## config.mk

```make
export PLATFORM = sky130hd
export DESIGN_NAME = sram_dp_arbiter
export DESIGN_NICKNAME = d
export VERILOG_FILES = /design/src/rtl/sram_dp_arbiter.sv
export SDC_FILE = /design/constraint.sdc
export NUM_CORES = 1
export LEC_CHECK = 0
export BUFFER_PORTS_ARGS = -buffer_cell sky130_fd_sc_hd__buf_2
export CORE_AREA = 2 2 98 100
export DETAILED_ROUTE_END_ITERATION = 8
export DIE_AREA = 0 0 100 102
export GPL_ROUTABILITY_DRIVEN = 0
export HOLD_SLACK_MARGIN = 0.02
export PLACE_DENSITY = 0.95
export RECOVER_POWER = 100
export SETUP_SLACK_MARGIN = 0.05
export SKIP_LAST_GASP = 1
export SYNTH_ARGS = -nofsm -noshare
export SYNTH_HDL_FRONTEND = slang
export SYNTH_SLANG_ARGS = --single-unit
export TNS_END_PERCENT = 5
```

## constraint.sdc

```tcl
create_clock -name clk -period 11.4 [get_ports clk]
set_input_delay 0.57 -clock clk [delete_from_list [all_inputs] [get_ports clk]]
set_output_delay 0.57 -clock clk [all_outputs]
set_load 0.1 [all_outputs]
```

## src/rtl/sram_dp_arbiter.sv

```systemverilog
// Round-robin two-port arbiter/sequencer for one sram_dp_hde dual-port macro.
// Grants up to two requesters per cycle (A then B), suppresses same-address write collisions.

`ifndef ADDR_WIDTH
`define ADDR_WIDTH 8
`endif
`ifndef BITS
`define BITS 8
`endif

module sram_dp_arbiter #(
  parameter int N_REQ = 4,
  parameter int AW    = `ADDR_WIDTH,
  parameter int DW    = `BITS
) (
  input  logic                clk,
  input  logic                rst_n,
  input  logic [N_REQ-1:0]    req_valid,
  output logic [N_REQ-1:0]    req_ready,
  input  logic [N_REQ-1:0]    req_we,
  input  logic [N_REQ*AW-1:0] req_addr,
  input  logic [N_REQ*DW-1:0] req_wdata,
  output logic [N_REQ-1:0]    rsp_valid,
  output logic [N_REQ*DW-1:0] rsp_rdata,
  output logic                CENA,
  output logic                WENA,
  output logic [AW-1:0]       AA,
  output logic [DW-1:0]       DA,
  input  logic [DW-1:0]       QA,
  output logic                CENB,
  output logic                WENB,
  output logic [AW-1:0]       AB,
  output logic [DW-1:0]       DB,
  input  logic [DW-1:0]       QB,
  output logic [15:0]         coll_cnt
);

  localparam int PW = (N_REQ > 1) ? $clog2(N_REQ) : 1;
  typedef logic [PW-1:0] idx_t;

  function automatic idx_t wrap_idx(input idx_t base, input int step);
    int j;
    j = int'(base) + step;
    if (j >= N_REQ) j = j - N_REQ;
    return idx_t'(j);
  endfunction

  idx_t          ptr_q, ptr_d, scan_idx, idx_a, idx_b, last_idx;
  logic          gnt_a, gnt_b, gnt_b_ok, coll;
  logic          we_a, we_b;
  logic [AW-1:0] addr_a, addr_b;
  logic [DW-1:0] wdata_a, wdata_b;
  logic [15:0]   coll_cnt_q, coll_cnt_d;

  logic          cena_q, wena_q, cenb_q, wenb_q;
  logic [AW-1:0] aa_q, ab_q;
  logic [DW-1:0] da_q, db_q;

  // Read return pipeline per port: stage 1 = macro access cycle, stage 2 = data cycle.
  logic          va1_q, va2_q, vb1_q, vb2_q;
  idx_t          ida1_q, ida2_q, idb1_q, idb2_q;

  // NOTE: every signal written in an always_comb gets a default first so no latch is inferred.
  always_comb begin
    gnt_a    = 1'b0;
    gnt_b    = 1'b0;
    idx_a    = '0;
    idx_b    = '0;
    scan_idx = '0;
    for (int k = 0; k < N_REQ; k++) begin
      scan_idx = wrap_idx(ptr_q, k);
      if (req_valid[scan_idx]) begin
        if (!gnt_a) begin
          gnt_a = 1'b1;
          idx_a = scan_idx;
        end else if (!gnt_b) begin
          gnt_b = 1'b1;
          idx_b = scan_idx;
        end
      end
    end
  end

  assign we_a    = req_we[idx_a];
  assign we_b    = req_we[idx_b];
  assign addr_a  = req_addr[idx_a*AW +: AW];
  assign addr_b  = req_addr[idx_b*AW +: AW];
  assign wdata_a = req_wdata[idx_a*DW +: DW];
  assign wdata_b = req_wdata[idx_b*DW +: DW];

  // Two reads of one address are harmless; anything involving a write defers port B.
  assign coll     = gnt_a && gnt_b && (addr_a == addr_b) && (we_a || we_b);
  assign gnt_b_ok = gnt_b && !coll;

  always_comb begin
    req_ready = '0;
    if (rst_n) begin
      if (gnt_a)    req_ready[idx_a] = 1'b1;
      if (gnt_b_ok) req_ready[idx_b] = 1'b1;
    end
  end

  assign last_idx   = gnt_b_ok ? idx_b : idx_a;
  assign ptr_d      = gnt_a ? wrap_idx(last_idx, 1) : ptr_q;
  assign coll_cnt_d = (coll && (coll_cnt_q != 16'hFFFF)) ? coll_cnt_q + 16'd1 : coll_cnt_q;

  // NOTE: sequential state uses non-blocking assignments so all registers update together.
  always_ff @(posedge clk or negedge rst_n) begin
    if (!rst_n) begin
      ptr_q      <= '0;
      coll_cnt_q <= '0;
      cena_q     <= 1'b1;
      wena_q     <= 1'b1;
      aa_q       <= '0;
      da_q       <= '0;
      cenb_q     <= 1'b1;
      wenb_q     <= 1'b1;
      ab_q       <= '0;
      db_q       <= '0;
      va1_q      <= 1'b0;
      va2_q      <= 1'b0;
      vb1_q      <= 1'b0;
      vb2_q      <= 1'b0;
      ida1_q     <= '0;
      ida2_q     <= '0;
      idb1_q     <= '0;
      idb2_q     <= '0;
    end else begin
      ptr_q      <= ptr_d;
      coll_cnt_q <= coll_cnt_d;

      cena_q <= ~gnt_a;
      wena_q <= gnt_a ? ~we_a : 1'b1;
      if (gnt_a) begin
        aa_q <= addr_a;
        da_q <= wdata_a;
      end

      cenb_q <= ~gnt_b_ok;
      wenb_q <= gnt_b_ok ? ~we_b : 1'b1;
      if (gnt_b_ok) begin
        ab_q <= addr_b;
        db_q <= wdata_b;
      end

      va1_q  <= gnt_a & ~we_a;
      ida1_q <= idx_a;
      va2_q  <= va1_q;
      ida2_q <= ida1_q;
      vb1_q  <= gnt_b_ok & ~we_b;
      idb1_q <= idx_b;
      vb2_q  <= vb1_q;
      idb2_q <= idb1_q;
    end
  end

  always_comb begin
    rsp_valid = '0;
    rsp_rdata = '0;
    if (va2_q) begin
      rsp_valid[ida2_q]            = 1'b1;
      rsp_rdata[ida2_q*DW +: DW]   = QA;
    end
    if (vb2_q) begin
      rsp_valid[idb2_q]            = 1'b1;
      rsp_rdata[idb2_q*DW +: DW]   = QB;
    end
  end

  assign CENA     = cena_q;
  assign WENA     = wena_q;
  assign AA       = aa_q;
  assign DA       = da_q;
  assign CENB     = cenb_q;
  assign WENB     = wenb_q;
  assign AB       = ab_q;
  assign DB       = db_q;
  assign coll_cnt = coll_cnt_q;

endmodule

```

==> impl_metrics.py, run 1 <==
metrics = {
    "status": {
        "status": "finished, violations left",
        "violations": "capacitance limit, slew limit",
    },
    "global_routing": {
        "grtUsageTotal": 0.288,
        "grt-ovfl-total": 0,
        "grt_pass1_vias": 5022,
        "antenna_found_initial": 0,
        "grt_pass1_wl_microns": 23500,
        "grt_max_degree": 72,
    },
    "setup_path": {
        "worstReg2RegStart": "ptr_q[1]",
        "setup.worst_path.class": "register to output port",
        "path_max_fanout": 25,
        "worstSetupStartpointType": "register",
        "arrival_ns": 8.36,
        "end_kind": "output port",
        "path_cells": "mux2_1 > nand2_1 > o21ai_0 > ha_1 > nor2b_1 > and4_1 > a311o_1 > nor2_1 > inv_1 > mux4_2 > xor2_1 > or3_1 > nor4_4 > clkbuf_1 > nor2_2 > inv_1 > o22ai_1 > clkbuf_1",
        "ff2ff_setup_slack_ns": 3.82,
        "critPathSlowestCell": "nor2_1",
        "crit_start": "ptr_q[1]",
        "rr_endpoint": "ptr_q[0]",
        "cp.required_ns": 10.83,
        "cpPeakStageDelay_ns": 1.01,
        "r2r_cells": 17,
    },
    "placement": {
        "dp_hpwl_microns": 11100,
        "portBuffers": 181,
        "postPlaceCellArea_sq_um": 5790,
        "dpl_worst_slack_ns": 4.46,
    },
    "yosys": {
        "ys_seq_area_frac": 0.342,
        "async_flop_share": 1.00,
        "synth_cells": 561,
        "yosysUniqueCellTypes": 60,
        "synth_area_leaders": "dfrtp_1 (32%), nand2_1 (9.2%), a22o_1 (6.5%)",
        "syn_area_per_cell_sq_um": 8.64,
        "syn-cell-area_sq_um": 4840,
        "yosys-top-cells-count": "nand2_1 (119), dfrtp_1 (62), nand3_1 (46), o21ai_0 (43), a22o_1 (36)",
        "ys_seq_elements": 66,
        "yosysTopAreaCellShare": 0.320,
        "synth_warnings": 0,
        "synth_most_common_cell": "nand2_1",
        "synth-edff-count": 0,
        "synth_nets": 667,
        "synth_top_area_cell": "dfrtp_1",
        "synth-main-ff-cell": "dfrtp_1",
    },
    "finish": {
        "drive_gt1_frac": 0.172,
        "design_area_sq_um": 5870,
        "regArea_sq_um": 1660,
        "multi_input_area_sq_um": 2960,
        "fin_nets": 828,
        "nFillCells": 802,
        "antenna_cells": 0,
        "syn_to_final_growth_pct": 21.1,
    },
    "routing": {
        "wire_per_inst_microns": 18.1,
        "drt_first_pass_iters": 8,
        "drt_iter0_drc": 351,
        "via_count": 5269,
        "wirelength_microns": 15200,
        "drtAntennaViolNets": 0,
        "drc": 0,
        "vias_per_cell": 6.29,
    },
    "hold_path": {
        "min_to": "idb2_q[1]",
        "hold_path.class": "register to register",
        "hp-start": "idb1_q[1]",
        "holdPathStages": 0,
    },
    "floorplan": {
        "die_y_microns": 102,
        "pin_count": 182,
        "die_x_microns": 100,
        "row_count": 35,
        "start_util": 0.532,
        "die_area_sq_um": 10200,
        "coreArea_sq_um": 9110,
    },
    "clocking": {
        "ctsRootBufferMaster": "clkbuf_8",
        "clkLatencyLatePin_ns": 0.34,
        "clk_pin_slew_worst_paths_ns": 0.07,
        "post_cts_buffers": 0,
        "h-tree-depth": 3,
        "numCtsBuffers": 9,
        "clock_path_buffers": 2,
        "cts_tree": "yes",
        "clock-sinks": 66,
        "cts_hold_buf": 0,
        "ctsResizeCount": 0,
    },
    "sta": {
        "slew_headroom": -1.40,
        "postLayoutSetupSlackWorst_ns": 2.47,
        "slew_viol_final": 142,
        "finClkSkew_ns": 0.0120,
        "finalCriticalPeriod_ns": 8.93,
        "fmax_mhz": 112,
        "worst_pin_slew_ns": 3.60,
        "fin_setup_tns_ns": 0,
        "hold_ws_ns": 0.359,
        "finalHoldViolations": 0,
        "final-setup-viol-count": 0,
        "finalCritPeriodShare": 0.783,
        "rsz0062_at_grt": "false",
    },
    "pwr": {
        "clkPwrFrac": 0.120,
        "peakVddDrop_v": 0.000295,
        "p_sw_frac": 0.623,
        "p_comb_frac": 0.680,
        "p_int_w": 0.000752,
        "p_sw_w": 0.00124,
        "seq_power_share": 0.200,
        "p_per_area_nw_per_um2": 340,
        "p_total_w": 0.00200,
        "leakagePower_nw": 2.77,
    },
    "flow_run": {
        "cap_violations": 3,
    },
}
-- per-stage QoR --
step                 util  instances
floorplan               -        561
global placement    0.636        822
detailed placement  0.636        822
CTS                 0.662        838
global route        0.644        838
finish              0.644        838
-- cells in the final DEF, fill, tap and decap left out, types with 3 or more instances in the layout --
| cell | n |
|---|---|
| a211o_1 | 3 |
| a21o_1 | 5 |
| a21oi_1 | 7 |
| a22o_1 | 36 |
| a31oi_1 | 9 |
| and2_1 | 5 |
| and3_1 | 20 |
| and4_1 | 3 |
| buf_2 | 89 |
| buf_4 | 3 |
| bufinv_16 | 3 |
| clkbuf_1 | 96 |
| clkbuf_8 | 9 |
| dfrtp_1 | 62 |
| dfstp_2 | 4 |
| ha_1 | 16 |
| inv_1 | 11 |
| mux2_1 | 14 |
| mux2_2 | 3 |
| mux2i_1 | 27 |
| mux4_2 | 5 |
| nand2_1 | 119 |
| nand2b_1 | 4 |
| nand3_1 | 46 |
| nand3b_1 | 3 |
| nand4_1 | 7 |
| nor2_1 | 10 |
| nor2b_1 | 4 |
| o21a_1 | 4 |
| o21ai_0 | 43 |
| o22ai_1 | 3 |
| xnor2_1 | 16 |
-- final cells by class --
cell class	instances	share of cell area
multi-input cells	445	0.504
flip-flops and latches	66	0.282
repair buffers	188	0.141
well taps	111	0.0237
clock buffers	9	0.0211
clock inverters	7	0.0200
inverters	12	0.00768
-- power groups by stage --
stage          logic [W]  clock network (W)  registers, W
2_1_floorplan   0.000678                  0      0.000843
3_3_place_gp     0.00134                  0      0.000394
3_5_place_dp     0.00138                  0      0.000399
4_1_cts          0.00138           0.000240      0.000397
5_1_grt          0.00142           0.000252      0.000411
6_report         0.00136           0.000239      0.000399
-- critical path, delay by kind of cell (launching register included) --
kind            cells  cell delay, ns
simple gates        7            2.36
mux                 2            1.12
compound gates      3            0.87
buf+inv             4            2.53
xor+xnor            1            0.18
fa+ha+maj           1            0.24
flops               1            0.71
-- how the worst max path moves through the flow --
stage | endpoint | cells past startpoint
after floorplan | req_ready[0] | 17
after global placement | req_ready[0] | 19
after detailed placement | req_ready[0] | 18
after CTS | req_ready[0] | 18
after global routing | req_ready[0] | 18
final | req_ready[0] | 18
-- flip-flops by register name, summed over array words and instances (netlist names) --
register and count:
WENA 1, ptr_q 2, CENA 1, ida1_q 2
ida2_q 2, va1_q 1, idb1_q 2, vb2_q 1
idb2_q 2, coll_cnt 16, WENB 1, AA 8
DA 8, vb1_q 1, va2_q 1, AB 8
CENB 1, DB 8
-- per-layer routing --
| layer | track usage | wire length, microns | part of all wire |
|---|---|---|---|
| met3 | 0.0581 | 1420 | 0.094 |
| met5 | 0 | 0 | 0 |
| met1 | 0.337 | 5760 | 0.38 |
| met4 | 0.162 | 705 | 0.047 |
| met2 | 0.498 | 7270 | 0.48 |
-- cell families after synthesis --
family                   after synthesis  share of synthesized area
adder cells (fa/ha/maj)               17                     0.0434
AND/OR/NAND/NOR                      237                      0.237
AO/OA/AOI/OAI                        125                      0.179
flip-flops                            66                      0.342
XOR/XNOR                              17                     0.0307
multiplexers                          49                      0.126
buffers and inverters                 50                     0.0431
No activity file was read; power rests on OpenSTA's default activity.
==> run 2, diff against run 1 <==
- CORE_AREA: 2 2 98 100 -> 2 2 102 104
- DIE_AREA: 0 0 100 102 -> 0 0 104 106
- PLACE_DENSITY: 0.95 -> 0.9
- clock period: 11.4 -> 9.05 ns (I/O delays scaled with it)
==> run 2 against run 1 <==
Effect of this change:
- cell area is 0.11% higher
- critical path type unchanged
- largest power group unchanged
- the flow still finishes with violations (capacitance limit, slew limit)
- via count shrank 5.1%
- highest routed layer unchanged
- first-iteration DRC count grew 19%
==> impl_metrics.py, run 2 (synthesized netlist as in run 1, its figures left out) <==
metrics = {
    "hold_path": {
        "holdPathStages": 0,
        "hold_path.class": "register to register",
    },
    "status": {
        "violations": "capacitance limit, slew limit",
        "status": "finished, violations left",
    },
    "sta": {
        "finClkSkew_ns": 0.0153,
        "fmax_mhz": 128,
        "worst_pin_slew_ns": 3.66,
        "finalCritPeriodShare": 0.863,
        "fin_setup_tns_ns": 0,
        "finalCriticalPeriod_ns": 7.81,
        "slew_headroom": -1.44,
        "finalHoldViolations": 0,
        "hold_ws_ns": 0.347,
        "final-setup-viol-count": 0,
        "slew_viol_final": 142,
        "rsz0062_at_grt": "false",
    },
    "setup_path": {
        "r2r_cells": 16,
        "worstSetupPathDepth": 17,
        "setup.worst_path.class": "register to output port",
        "path_cells": "mux2_1 > nand2_1 > o21ai_0 > ha_1 > nor2b_1 > and4_1 > a311o_1 > nor2_1 > inv_2 > mux4_2 > xor2_1 > or3_1 > nor4_4 > clkbuf_1 > o22ai_1 > and2_1 > buf_2",
        "cp_num_buf_inv": 3,
        "arrival_ns": 7.36,
        "path_max_fanout": 24,
        "end_kind": "output port",
        "critPathSlowestCell": "nor2_1",
        "cpPeakStageDelay_ns": 1.10,
        "cp.required_ns": 8.60,
        "worstSetupStartpointType": "register",
        "crit_family": "simple AND/OR/NAND/NOR gates",
    },
    "floorplan": {
        "coreArea_sq_um": 10000,
        "die_y_microns": 106,
        "die_x_microns": 104,
        "die_area_sq_um": 11000,
        "row_count": 37,
        "pin_count": 182,
        "start_util": 0.484,
    },
    "routing": {
        "wire_per_inst_microns": 16.6,
        "drc": 0,
        "via_count": 4999,
        "wirelength_microns": 14400,
        "vias_per_cell": 5.79,
        "drt_first_pass_iters": 5,
        "drt_iter0_drc": 419,
        "drtAntennaViolNets": 0,
    },
    "finish": {
        "fin_nets": 828,
        "mostFrequentLayoutCell": "nand2_1",
        "nFillCells": 949,
        "post-route-util": 0.587,
        "final_cell_mix": "nand2_1 (119), clkbuf_1 (93), buf_2 (92), dfrtp_1 (62), nand3_1 (46)",
        "antenna_cells": 0,
        "syn_to_final_growth_pct": 21.2,
        "drive_gt1_frac": 0.179,
        "largest_register_ffs": 16,
    },
    "global_routing": {
        "grt-ovfl-total": 0,
        "busiest_layer": "met2",
        "grt_use_met3": 0.0349,
        "antenna_found_initial": 0,
        "use_met2": 0.431,
        "grt_pass1_wl_microns": 22500,
        "use_met1": 0.308,
        "grt_max_degree": 72,
        "grtUsageTotal": 0.251,
        "grt_pass1_vias": 4724,
    },
    "pwr": {
        "p_per_area_nw_per_um2": 417,
        "leakagePower_nw": 2.76,
        "peakVddDrop_v": 0.000352,
    },
    "clocking": {
        "ctsResizeCount": 0,
        "clk_pin_slew_worst_paths_ns": 0.08,
        "cts_hold_buf": 0,
        "clock-sinks": 66,
        "post_cts_buffers": 0,
        "numCtsBuffers": 9,
        "ctsRootBufferMaster": "clkbuf_8",
        "clock_path_buffers": 2,
        "clkLatencyLatePin_ns": 0.34,
        "h-tree-depth": 3,
        "cts_tree": "yes",
    },
    "flow_run": {
        "cap_violations": 3,
    },
    "placement": {
        "portBuffers": 181,
        "dp_hpwl_microns": 10600,
    },
}
run 2: cell count changes in the layout (fill, tap and decap cells not counted), moves of 2 or more:
cell,before,now
bufinv_16,3,1
clkbuf_8,9,11
clkbuf_1,96,93
clkinvlp_4,0,2
buf_2,89,92
clkinv_4,2,0
run 2: through the flow:
stage / worst slack, ns / cells / power, W / area, sq um
6_report: 1.24 / 863 / 0.00245 / 5870
5_1_grt: 0.838 / 863 / 0.00257 / 5870
4_1_cts: 2.10 / 863 / 0.00249 / 6030
3_5_place_dp: 2.48 / 847 / 0.00223 / 5830
3_3_place_gp: 2.74 / 847 / 0.00220 / 5830
2_1_floorplan: 3.84 / 561 / 0.00192 / 4840
run 2: layout make-up:
type                    count  area (sq um)  share of cell area
clock buffers              12           155              0.0264
multi-input cells         445          2960               0.504
well taps                 136           170              0.0290
inverters                  12          45.0             0.00767
repair buffers            188           836               0.142
clock inverters             4          50.0             0.00852
flip-flops and latches     66          1660               0.282
run 2: where the power goes:
group | switching (W) | total (W) | internal, W
clock network | 0.000111 | 0.000253 | 0.000142
registers | 0.0000961 | 0.000505 | 0.000409
logic | 0.00133 | 0.00169 | 0.000360
total | 0.00154 | 0.00245 | 0.000911
run 2: final timing paths:
kind | start | end | slack (ns)
worst max-delay path | ptr_q[1] | req_ready[3] | 1.24
worst min-delay path | ida1_q[1] | ida2_q[1] | 0.35
worst max register to register | ptr_q[1] | coll_cnt[12] | 2.07
worst min register to register | ida1_q[1] | ida2_q[1] | 0.35
max in group asynchronous | rst_n | DA[7] | 5.63
min in group asynchronous | rst_n | coll_cnt[8] | 1.37
run 2: routing by layer:
layer	up-vias	part of all wire
li1	2347	-
met1	2324	0.41
met2	282	0.48
met3	46	0.066
met4	0	0.041
met5	-	0
run 2: worst reg2reg max path, stage by stage (launching register included):
cell and delay (ns):
dfrtp_1 0.71, mux2_1 0.42, nand2_1 0.07, o21ai_0 0.12, ha_1 0.24, nor2b_1 0.13
and4_1 0.24, a311o_1 0.45, nor2_1 1.11, inv_2 0.52, mux4_2 0.64, xor2_1 0.17
or3_1 0.37, nor4_4 0.26, clkbuf_1 0.83, nand4_1 0.21, mux2_1 0.37
==> run 3, diff against run 2 <==
- CORE_AREA: 2 2 102 104 -> 2 2 117 91
- DIE_AREA: 0 0 104 106 -> 0 0 119 93
==> run 3 against run 2 <==
Effect of this change:
- sequential cell count stayed put
- maximum frequency increased by 2.6%
- register-to-register slack improved by 0.37 ns
- the run still ends with capacitance limit, slew limit left
- critical path depth grew 1
- utilization up 0.73 points
- first-iteration DRC count is 18% lower
- sequential share of layout area fell by 0.26 points
==> impl_metrics.py, run 3 (synthesized netlist as in run 1, its figures left out) <==
metrics = {
    "setup_path": {
        "crit_start": "ptr_q[1]",
        "cp_num_buf_inv": 4,
        "crit_family": "simple AND/OR/NAND/NOR gates",
        "end_kind": "output port",
        "worstSetupStartpointType": "register",
        "path_cells": "mux2_1 > nand2_1 > o21ai_0 > ha_1 > nor2b_1 > and4_1 > a311o_1 > nor2_1 > inv_2 > mux4_2 > xnor2_1 > o211ai_1 > nor4_1 > buf_4 > nor2_2 > inv_1 > o22ai_1 > buf_2",
        "cpPeakStageDelay_ns": 1.06,
        "critPathSlowestCell": "nor2_1",
        "path_max_fanout": 25,
        "ff2ff_setup_slack_ns": 2.44,
        "worstReg2RegStart": "ptr_q[1]",
        "arrival_ns": 7.16,
        "setup.worst_path.class": "register to output port",
        "cp.required_ns": 8.60,
    },
    "routing": {
        "drt_first_pass_iters": 5,
        "drc": 0,
        "drtAntennaViolNets": 0,
        "vias_per_cell": 5.72,
        "wire_per_inst_microns": 16.7,
        "drt_iter0_drc": 345,
        "via_count": 4934,
        "wirelength_microns": 14400,
    },
    "finish": {
        "drive_gt1_frac": 0.169,
        "syn_to_final_growth_pct": 22.4,
        "final_cells": 862,
        "antenna_cells": 0,
        "largest_register_ffs": 16,
        "design_area_sq_um": 5930,
        "mostFrequentLayoutCell": "nand2_1",
        "fin_nets": 827,
        "nFillCells": 939,
        "final_cell_mix": "nand2_1 (119), clkbuf_1 (96), buf_2 (90), dfrtp_1 (62), nand3_1 (46)",
    },
    "clocking": {
        "clock-sinks": 66,
        "cts_tree": "yes",
        "ctsRootBufferMaster": "clkbuf_16",
        "numCtsBuffers": 9,
        "clock_path_buffers": 2,
        "h-tree-depth": 3,
        "cts_hold_buf": 0,
        "ctsResizeCount": 0,
        "clkLatencyLatePin_ns": 0.34,
        "clk_pin_slew_worst_paths_ns": 0.05,
        "post_cts_buffers": 0,
    },
    "sta": {
        "finalHoldViolations": 0,
        "slew_headroom": -1.38,
        "fin_setup_tns_ns": 0,
        "final-setup-viol-count": 0,
        "worst_pin_slew_ns": 3.57,
        "finalCritPeriodShare": 0.841,
        "finClkSkew_ns": 0.00559,
        "finalCriticalPeriod_ns": 7.61,
        "slew_viol_final": 132,
        "fmax_mhz": 131,
        "rsz0062_at_grt": "false",
    },
    "floorplan": {
        "die_y_microns": 93,
        "start_util": 0.486,
        "row_count": 32,
        "die_x_microns": 119,
        "pin_count": 182,
        "die_area_sq_um": 11100,
        "coreArea_sq_um": 9970,
    },
    "global_routing": {
        "grt_max_degree": 72,
        "grt_pass1_vias": 4516,
        "grt-ovfl-total": 0,
        "antenna_found_initial": 0,
        "grtUsageTotal": 0.259,
        "grt_pass1_wl_microns": 22600,
    },
    "pwr": {
        "p_per_area_nw_per_um2": 428,
        "leakagePower_nw": 2.79,
        "peakVddDrop_v": 0.000284,
    },
    "placement": {
        "dp_cells": 846,
        "dp_hpwl_microns": 10700,
        "postPlaceCellArea_sq_um": 5820,
        "portBuffers": 181,
    },
    "flow_run": {
        "cap_violations": 3,
    },
    "hold_path": {
        "hold_path.class": "register to register",
        "hp-start": "ida1_q[0]",
    },
    "status": {
        "violations": "capacitance limit, slew limit",
        "status": "finished, violations left",
    },
}
run 3: cell types whose count changed in the layout (fill, tap and decap cells not counted), moves of 2 or more:
cell,delta
buf_2,-2
clkbuf_1,+3
clkbuf_16,+9
clkbuf_8,-9
clkinvlp_4,-2
run 3: worst reg2reg max path: cells and delay by family (launching register included):
family,cells,cell delay (ns)
adders and majority gates,1,0.23
DFF,1,0.65
AOI/OAI and AO/OA,4,1.08
muxes,2,1.04
xor gates and xnor gates,1,0.17
buffers and inverters,3,1.14
and+or+nand+nor,6,2.19
run 3: report_power, final:
| part | internal, W | total [W] | switching, W |
|---|---|---|---|
| logic | 0.000351 | 0.00168 | 0.00133 |
| registers | 0.000410 | 0.000506 | 0.0000966 |
| clock network | 0.000228 | 0.000350 | 0.000123 |
run 3: layout make-up:
class,count,area [sq um],area share
clock buffer,14,264,0.0445
multi-input combinational,445,2930,0.494
tap,136,170,0.0287
clock inverter,2,35.0,0.00591
inverter,12,45.0,0.00760
sequential,66,1660,0.279
timing repair buffer,187,830,0.140
run 3: worst paths after layout:
path                                 to  depth (start not counted)
max                        req_ready[0]                         18
min                           ida2_q[0]                          0
max reg2reg                    ptr_q[0]                         17
min reg2reg                   ida2_q[0]                          0
max in group asynchronous         AA[6]                          1
min in group asynchronous   coll_cnt[1]                          1
run 3: metal layers:
metal	track usage	up-vias	routed length (microns)
met4	0.0655	0	208
met5	0	-	0
li1	-	2345	-
met1	0.338	2352	6390
met2	0.408	214	6440
met3	0.0976	23	1380
run 3: metrics by stage:
step,power [W],util,hold slack [ns],worst slack (ns)
4_1_cts,0.00260,0.614,0.258,1.81
3_3_place_gp,0.00222,0.584,0.331,2.43
3_5_place_dp,0.00224,0.584,0.335,2.17
2_1_floorplan,0.00192,-,0.157,3.84
5_1_grt,0.00266,0.595,0.353,1.00
6_report,0.00253,0.595,0.340,1.44
